`src/rtl/dram_cmd_scheduler.sv`:
```
// dram_cmd_scheduler: open-page DRAM command sequencer.
// Accepts one decoded request at a time, tracks the open row of every bank,
// and expands each request into RW / ACT,RW / PRE,ACT,RW commands, each issued
// over a 4-phase cmd_req/cmd_ack handshake.
// Optional periodic refresh sweep (PRE to all open banks) is enabled by
// defining the macro DRAM_SCHED_REFRESH_EN.
module dram_cmd_scheduler #(
    parameter int unsigned NUM_OF_BANKS     = 8,
    parameter int unsigned NUM_OF_ROWS      = 128,
    parameter int unsigned NUM_OF_COLS      = 8,
    parameter int unsigned REFRESH_INTERVAL = 1024,
    localparam int unsigned BANK_W          = $clog2(NUM_OF_BANKS),
    localparam int unsigned ROW_W           = $clog2(NUM_OF_ROWS),
    localparam int unsigned COL_W           = $clog2(NUM_OF_COLS)
) (
    input  logic              clk,
    input  logic              rst,
    input  logic              req_valid,
    output logic              req_ready,
    input  logic              req_rw,
    input  logic [BANK_W-1:0] req_bank,
    input  logic [ROW_W-1:0]  req_row,
    input  logic [COL_W-1:0]  req_col,
    output logic              req_done,
    output logic              cmd_req,
    input  logic              cmd_ack,
    output logic [1:0]        cmd,
    output logic [BANK_W-1:0] cmd_bank,
    output logic [ROW_W-1:0]  cmd_row,
    output logic [COL_W-1:0]  cmd_col,
    output logic [15:0]       row_hit_cnt
);

    localparam logic [1:0] CMD_ACT = 2'b00;
    localparam logic [1:0] CMD_RD  = 2'b01;
    localparam logic [1:0] CMD_WR  = 2'b10;
    localparam logic [1:0] CMD_PRE = 2'b11;

    // Elaboration sanity check on the refresh period
    if (REFRESH_INTERVAL < 2) begin : g_bad_interval
        $error("REFRESH_INTERVAL must be at least 2");
    end

    typedef enum logic [1:0] {
        ST_IDLE,
        ST_ISSUE,
        ST_RELEASE
    } state_t;

    state_t             state;
    logic               rw_q;
    logic [NUM_OF_BANKS-1:0] open_q;
    logic [ROW_W-1:0]   open_row [NUM_OF_BANKS];
    logic               cur_open;
    logic               cur_hit;

`ifdef DRAM_SCHED_REFRESH_EN
    localparam int unsigned REF_W = $clog2(REFRESH_INTERVAL);

    logic [REF_W-1:0]   ref_cnt;
    logic               refresh_pending;
    logic               refreshing;
    logic               any_open;
    logic [BANK_W-1:0]  first_open;

    // Lowest-numbered open bank, for the ascending refresh sweep
    always_comb begin
        any_open   = 1'b0;
        first_open = '0;
        for (int i = 0; i < int'(NUM_OF_BANKS); i++) begin
            if (open_q[i] && !any_open) begin
                any_open   = 1'b1;
                first_open = BANK_W'(i);
            end
        end
    end
`endif

    // Classify the incoming request against the open-row table
    always_comb begin
        cur_open = open_q[req_bank];
        cur_hit  = cur_open && (open_row[req_bank] == req_row);
    end

    // Scheduler FSM, open-row table and registered outputs
    always_ff @(posedge clk) begin
        if (rst) begin
            state       <= ST_IDLE;
            req_ready   <= 1'b0;
            req_done    <= 1'b0;
            cmd_req     <= 1'b0;
            cmd         <= CMD_ACT;
            cmd_bank    <= '0;
            cmd_row     <= '0;
            cmd_col     <= '0;
            row_hit_cnt <= '0;
            rw_q        <= 1'b0;
            open_q      <= '0;
`ifdef DRAM_SCHED_REFRESH_EN
            ref_cnt         <= '0;
            refresh_pending <= 1'b0;
            refreshing      <= 1'b0;
`endif
        end else begin
            req_done <= 1'b0;
            case (state)
                ST_IDLE: begin
                    if (req_valid && req_ready) begin
                        // Accept: latch fields and load the first command
                        rw_q     <= req_rw;
                        cmd_bank <= req_bank;
                        cmd_row  <= req_row;
                        cmd_col  <= req_col;
                        if (cur_hit) begin
                            cmd <= req_rw ? CMD_WR : CMD_RD;
                            if (row_hit_cnt != 16'hFFFF) begin
                                row_hit_cnt <= row_hit_cnt + 16'd1;
                            end
                        end else if (!cur_open) begin
                            cmd <= CMD_ACT;
                        end else begin
                            cmd <= CMD_PRE;
                        end
                        cmd_req   <= 1'b1;
                        req_ready <= 1'b0;
                        state     <= ST_ISSUE;
                    end
`ifdef DRAM_SCHED_REFRESH_EN
                    else if (refresh_pending) begin
                        if (any_open) begin
                            cmd        <= CMD_PRE;
                            cmd_bank   <= first_open;
                            cmd_req    <= 1'b1;
                            req_ready  <= 1'b0;
                            refreshing <= 1'b1;
                            state      <= ST_ISSUE;
                        end else begin
                            refresh_pending <= 1'b0;
                            req_ready       <= 1'b1;
                        end
                    end
`endif
                    else begin
                        req_ready <= 1'b1;
                    end
                end

                ST_ISSUE: begin
                    // Table update lands with the acknowledge of the command
                    if (cmd_ack) begin
                        cmd_req <= 1'b0;
                        state   <= ST_RELEASE;
                        if (cmd == CMD_ACT) begin
                            open_q[cmd_bank]   <= 1'b1;
                            open_row[cmd_bank] <= cmd_row;
                        end else if (cmd == CMD_PRE) begin
                            open_q[cmd_bank] <= 1'b0;
                        end
                    end
                end

                ST_RELEASE: begin
                    if (!cmd_ack) begin
`ifdef DRAM_SCHED_REFRESH_EN
                        if (refreshing) begin
                            if (any_open) begin
                                cmd_bank <= first_open;
                                cmd_req  <= 1'b1;
                                state    <= ST_ISSUE;
                            end else begin
                                refreshing      <= 1'b0;
                                refresh_pending <= 1'b0;
                                req_ready       <= 1'b1;
                                state           <= ST_IDLE;
                            end
                        end else
`endif
                        begin
                            case (cmd)
                                CMD_PRE: begin
                                    cmd     <= CMD_ACT;
                                    cmd_req <= 1'b1;
                                    state   <= ST_ISSUE;
                                end
                                CMD_ACT: begin
                                    cmd     <= rw_q ? CMD_WR : CMD_RD;
                                    cmd_req <= 1'b1;
                                    state   <= ST_ISSUE;
                                end
                                default: begin
                                    req_done <= 1'b1;
`ifdef DRAM_SCHED_REFRESH_EN
                                    req_ready <= !refresh_pending;
`else
                                    req_ready <= 1'b1;
`endif
                                    state <= ST_IDLE;
                                end
                            endcase
                        end
                    end
                end

                default: begin
                    state <= ST_IDLE;
                end
            endcase

`ifdef DRAM_SCHED_REFRESH_EN
            // Free-running refresh timer; a new expiry wins over a same-cycle clear
            if (ref_cnt == REF_W'(REFRESH_INTERVAL - 1)) begin
                ref_cnt         <= '0;
                refresh_pending <= 1'b1;
            end else begin
                ref_cnt <= ref_cnt + REF_W'(1);
            end
`endif
        end
    end

endmodule

```
`config.mk`:
```
export PLATFORM = sky130hd
export DESIGN_NAME = dram_cmd_scheduler
export DESIGN_NICKNAME = d
export VERILOG_FILES = /design/src/rtl/dram_cmd_scheduler.sv
export SDC_FILE = /design/constraint.sdc
export NUM_CORES = 1
export LEC_CHECK = 0
export BUFFER_PORTS_ARGS = -buffer_cell sky130_fd_sc_hd__buf_4
export CAP_MARGIN = 0
export CELL_PAD_IN_SITES_DETAIL_PLACEMENT = 1
export CELL_PAD_IN_SITES_GLOBAL_PLACEMENT = 2
export CORE_MARGIN = 4
export CORE_UTILIZATION = 30
export DETAILED_ROUTE_END_ITERATION = 10
export GPL_TIMING_DRIVEN = 0
export PLACE_DENSITY_LB_ADDON = 0.12
export SLEW_MARGIN = 5
export SYNTH_ARGS = -nofsm -noshare
export SYNTH_HDL_FRONTEND = slang
export SYNTH_SLANG_ARGS = --single-unit
```
`constraint.sdc`:
```
create_clock -name clk -period 4.3 [get_ports clk]
set_input_delay 0.86 -clock clk [delete_from_list [all_inputs] [get_ports clk]]
set_output_delay 0.86 -clock clk [all_outputs]
set_load 0.02 [all_outputs]
```
==> summary.txt <==
Startpoint Class: input port
Final wirelength: 12,200 um
Min-Delay Path Depth: 2
First-pass GRT wire length: 19,100 um
Final Max Tran Viols: 0
Total track usage: 15.2%
Starting Density: 30.8%
Total die area: 17,000 um^2
Cell Rows: 44
Mapped Cells: 384
WL/cell: 19.3 um
Worst R2R End: row_hit_cnt[3]
Fin util: 36.9%
Peak VDD IR: 0.000208 V
CTS Buf Count: 9
# port buffers: 49
Crit Path Class: in -> reg
Power share of the combinational group: 8.7%
RSZ-0062 raised after global routing: false
Final Hold Viols: 0
Io pins: 52
Final Setup Violations: 0
Worst endpoint required time: 4510 ps
Share of layout cells above drive strength 1: 23.2%
Number of global-route vias before repair: 3,271
Netlist cell types: 49
DRT antenna net count: 0
Yosys top cell area share: 37.4%
Setup TNS: 0 ps
Final Cycle Share: 79.2%
Maximum number of pins on one net before global-route repair: 19
Final net count: 464
Post-CTS Hold Buffers: 0
Minimum clock period: 3410 ps
R2R cell count: 9
Clk_skew: 7.70 ps
Sequential share of the synthesized area: 57.5%
Final Power: 0.00201 W
Synth Cell Area: 4490 um^2
H-tree levels: 3
Avg Inst Size Synth: 11.7 um^2
Die X: 130 um
Iter 0 DRT Violations: 136
Die Ht: 130 um
Number of synthesized flops with an enable pin: 56
Register-to-register setup slack: 1640 ps
Rel. slew slack: 19.6%
Core Region: 14,600 um^2
Status: finished, final reports clean
Synth top area cells: edfxtp_1, dfxtp_1, mux4_2, nand2_1, mux2_2
Tightest Pin Transition: 1200 ps
Antenna diodes: 0
Synthesis Warnings: 0
Async S/R FF share, synth: 0%
Pwr/cell area: 373 nW/um^2
Clock share of power: 39.2%
Gpl congestion: 0.741
Primary FF master, synth: edfxtp_1
Pint: 0.00150 W
Top-count cell post-synth: edfxtp_1
#FFs+latches synth: 101
Max Cap Viol: 0
Sw Pwr: 0.000507 W
Root buf cell: clkbuf_16
CP Max Fanout: 10
Sequential share of power: 52.1%
Longest Clk Path Bufs: 2
Drt pass-1 iters: 4
Clock transition at path regs: 70 ps
CTS tree: yes
Worst path arrival time: 3610 ps
Endpoint type of the worst setup path: flip-flop
Vias per cell: 4.92
Reg2reg start: state[1]
Post-synth top cells: edfxtp_1, nand2_1, dfxtp_1
Clock Latency Late Sink: 350 ps
DPL Wire Length: 8560 um
Hold Path Class: reg -> reg
DRC: 0
Sink Count: 101
Sw Ratio: 25.2%
Cts repair resizes: 0
Max Freq: 294 MHz
DR vias: 3,116
Initial antenna violation count: 0
P_leak: 1.84 nW
Largest area contributor in the netlist: edfxtp_1
Post-Syn Nets: 404
Area Overhead vs Synth: 19.8%
Setup Buffers After CTS: 0
Total grt overflow: 0
layout make-up:
cell class	count	area, um^2
Timing Repair Buffer	49	368
Inverter	6	22.5
Sequential cell	101	2580
Multi-Input combinational cell	252	1760
Clock inverter	6	52.6
Tap cell	184	230
Fill cell	1564	9210
Buffer	25	136
Clock buffer	10	229
power by group through the flow:
stage               logic [W]  registers, W  clock network (W)
floorplan           0.0000942       0.00108                  0
global placement     0.000178       0.00107                  0
detailed placement   0.000180       0.00107                  0
CTS                  0.000181       0.00105           0.000814
global route         0.000193       0.00105           0.000855
finish               0.000175       0.00105           0.000788
cell families after synthesis:
| logic type | share of synthesized area, % |
|---|---|
| DFF | 57.5 |
| and+or+nand+nor | 17.1 |
| adders and majority gates | 0.557 |
| AOI/OAI and AO/OA | 5.96 |
| muxes | 14.0 |
| xor gates and xnor gates | 1.36 |
| buffers and inverters | 3.54 |
worst max-delay path, cell delays in order:
cell      delay (ps)
buf_4            130
buf_1            610
mux4_2           420
mux2i_1          190
xor2_1           220
nand4_1          230
clkbuf_1         300
o41ai_1          510
a211oi_1         150
flip-flops by register name, summed over array words and instances, names as in the netlist, named ones only:
| register | cells |
|---|---|
| open_row | 56 |
| row_hit_cnt | 16 |
| cmd_row | 7 |
| cmd_bank | 3 |
| cmd_col | 3 |
| cmd | 2 |
| state | 2 |
| cmd_req | 1 |
| req_done | 1 |
| req_ready | 1 |
| rw_q | 1 |
placed cells by master, fill, tap and decap left out, types with 3 or more instances in the layout:
| cell type | instances |
|---|---|
| inv_1 | 6 |
| nor2_1 | 37 |
| buf_6 | 5 |
| xor2_1 | 4 |
| mux2_2 | 13 |
| clkbuf_16 | 9 |
| nand2b_1 | 7 |
| dfxtp_1 | 45 |
| nor3_1 | 16 |
| edfxtp_1 | 56 |
| clkbuf_1 | 17 |
| buf_4 | 50 |
| o21ai_0 | 4 |
| nor3_2 | 4 |
| a21oi_1 | 22 |
| nor3b_1 | 3 |
| mux4_2 | 13 |
| nand3_1 | 9 |
| nand2_1 | 47 |
| nor2b_1 | 16 |
| mux2i_1 | 14 |
| inv_6 | 3 |
| and3_1 | 3 |
| xnor2_1 | 3 |
| or3_1 | 3 |
| nand4_1 | 5 |
worst max-delay path by stage:
stage | start | to | slack (ps) | cells after the start
after CTS | req_bank[2] | cmd[0] | 830 | 9
final | req_bank[2] | cmd[0] | 890 | 9
after global routing | req_bank[2] | cmd[0] | 730 | 9
after detailed placement | req_bank[2] | cmd[0] | 480 | 9
after floorplan | req_bank[0] | row_hit_cnt[5] | 1300 | 9
after global placement | req_bank[2] | cmd[0] | 460 | 9
metal layers:
layer	wire (um)	GRT usage [%]
met1	6100	21.5
met2	5650	23.7
met3	259	2.42
met4	218	5.63
met5	0	0
metrics by stage:
| step | instances | hold slack (ps) | worst slack, ps | instance area, um^2 |
|---|---|---|---|---|
| after global placement | 617 | 451 | 465 | 5090 |
| final | 633 | 462 | 894 | 5380 |
| after CTS | 633 | 467 | 834 | 5380 |
| after detailed placement | 617 | 456 | 483 | 5100 |
| after floorplan | 384 | 433 | 1300 | 4490 |
| after global routing | 633 | 493 | 725 | 5380 |
Power figures use the tool's default switching activity.
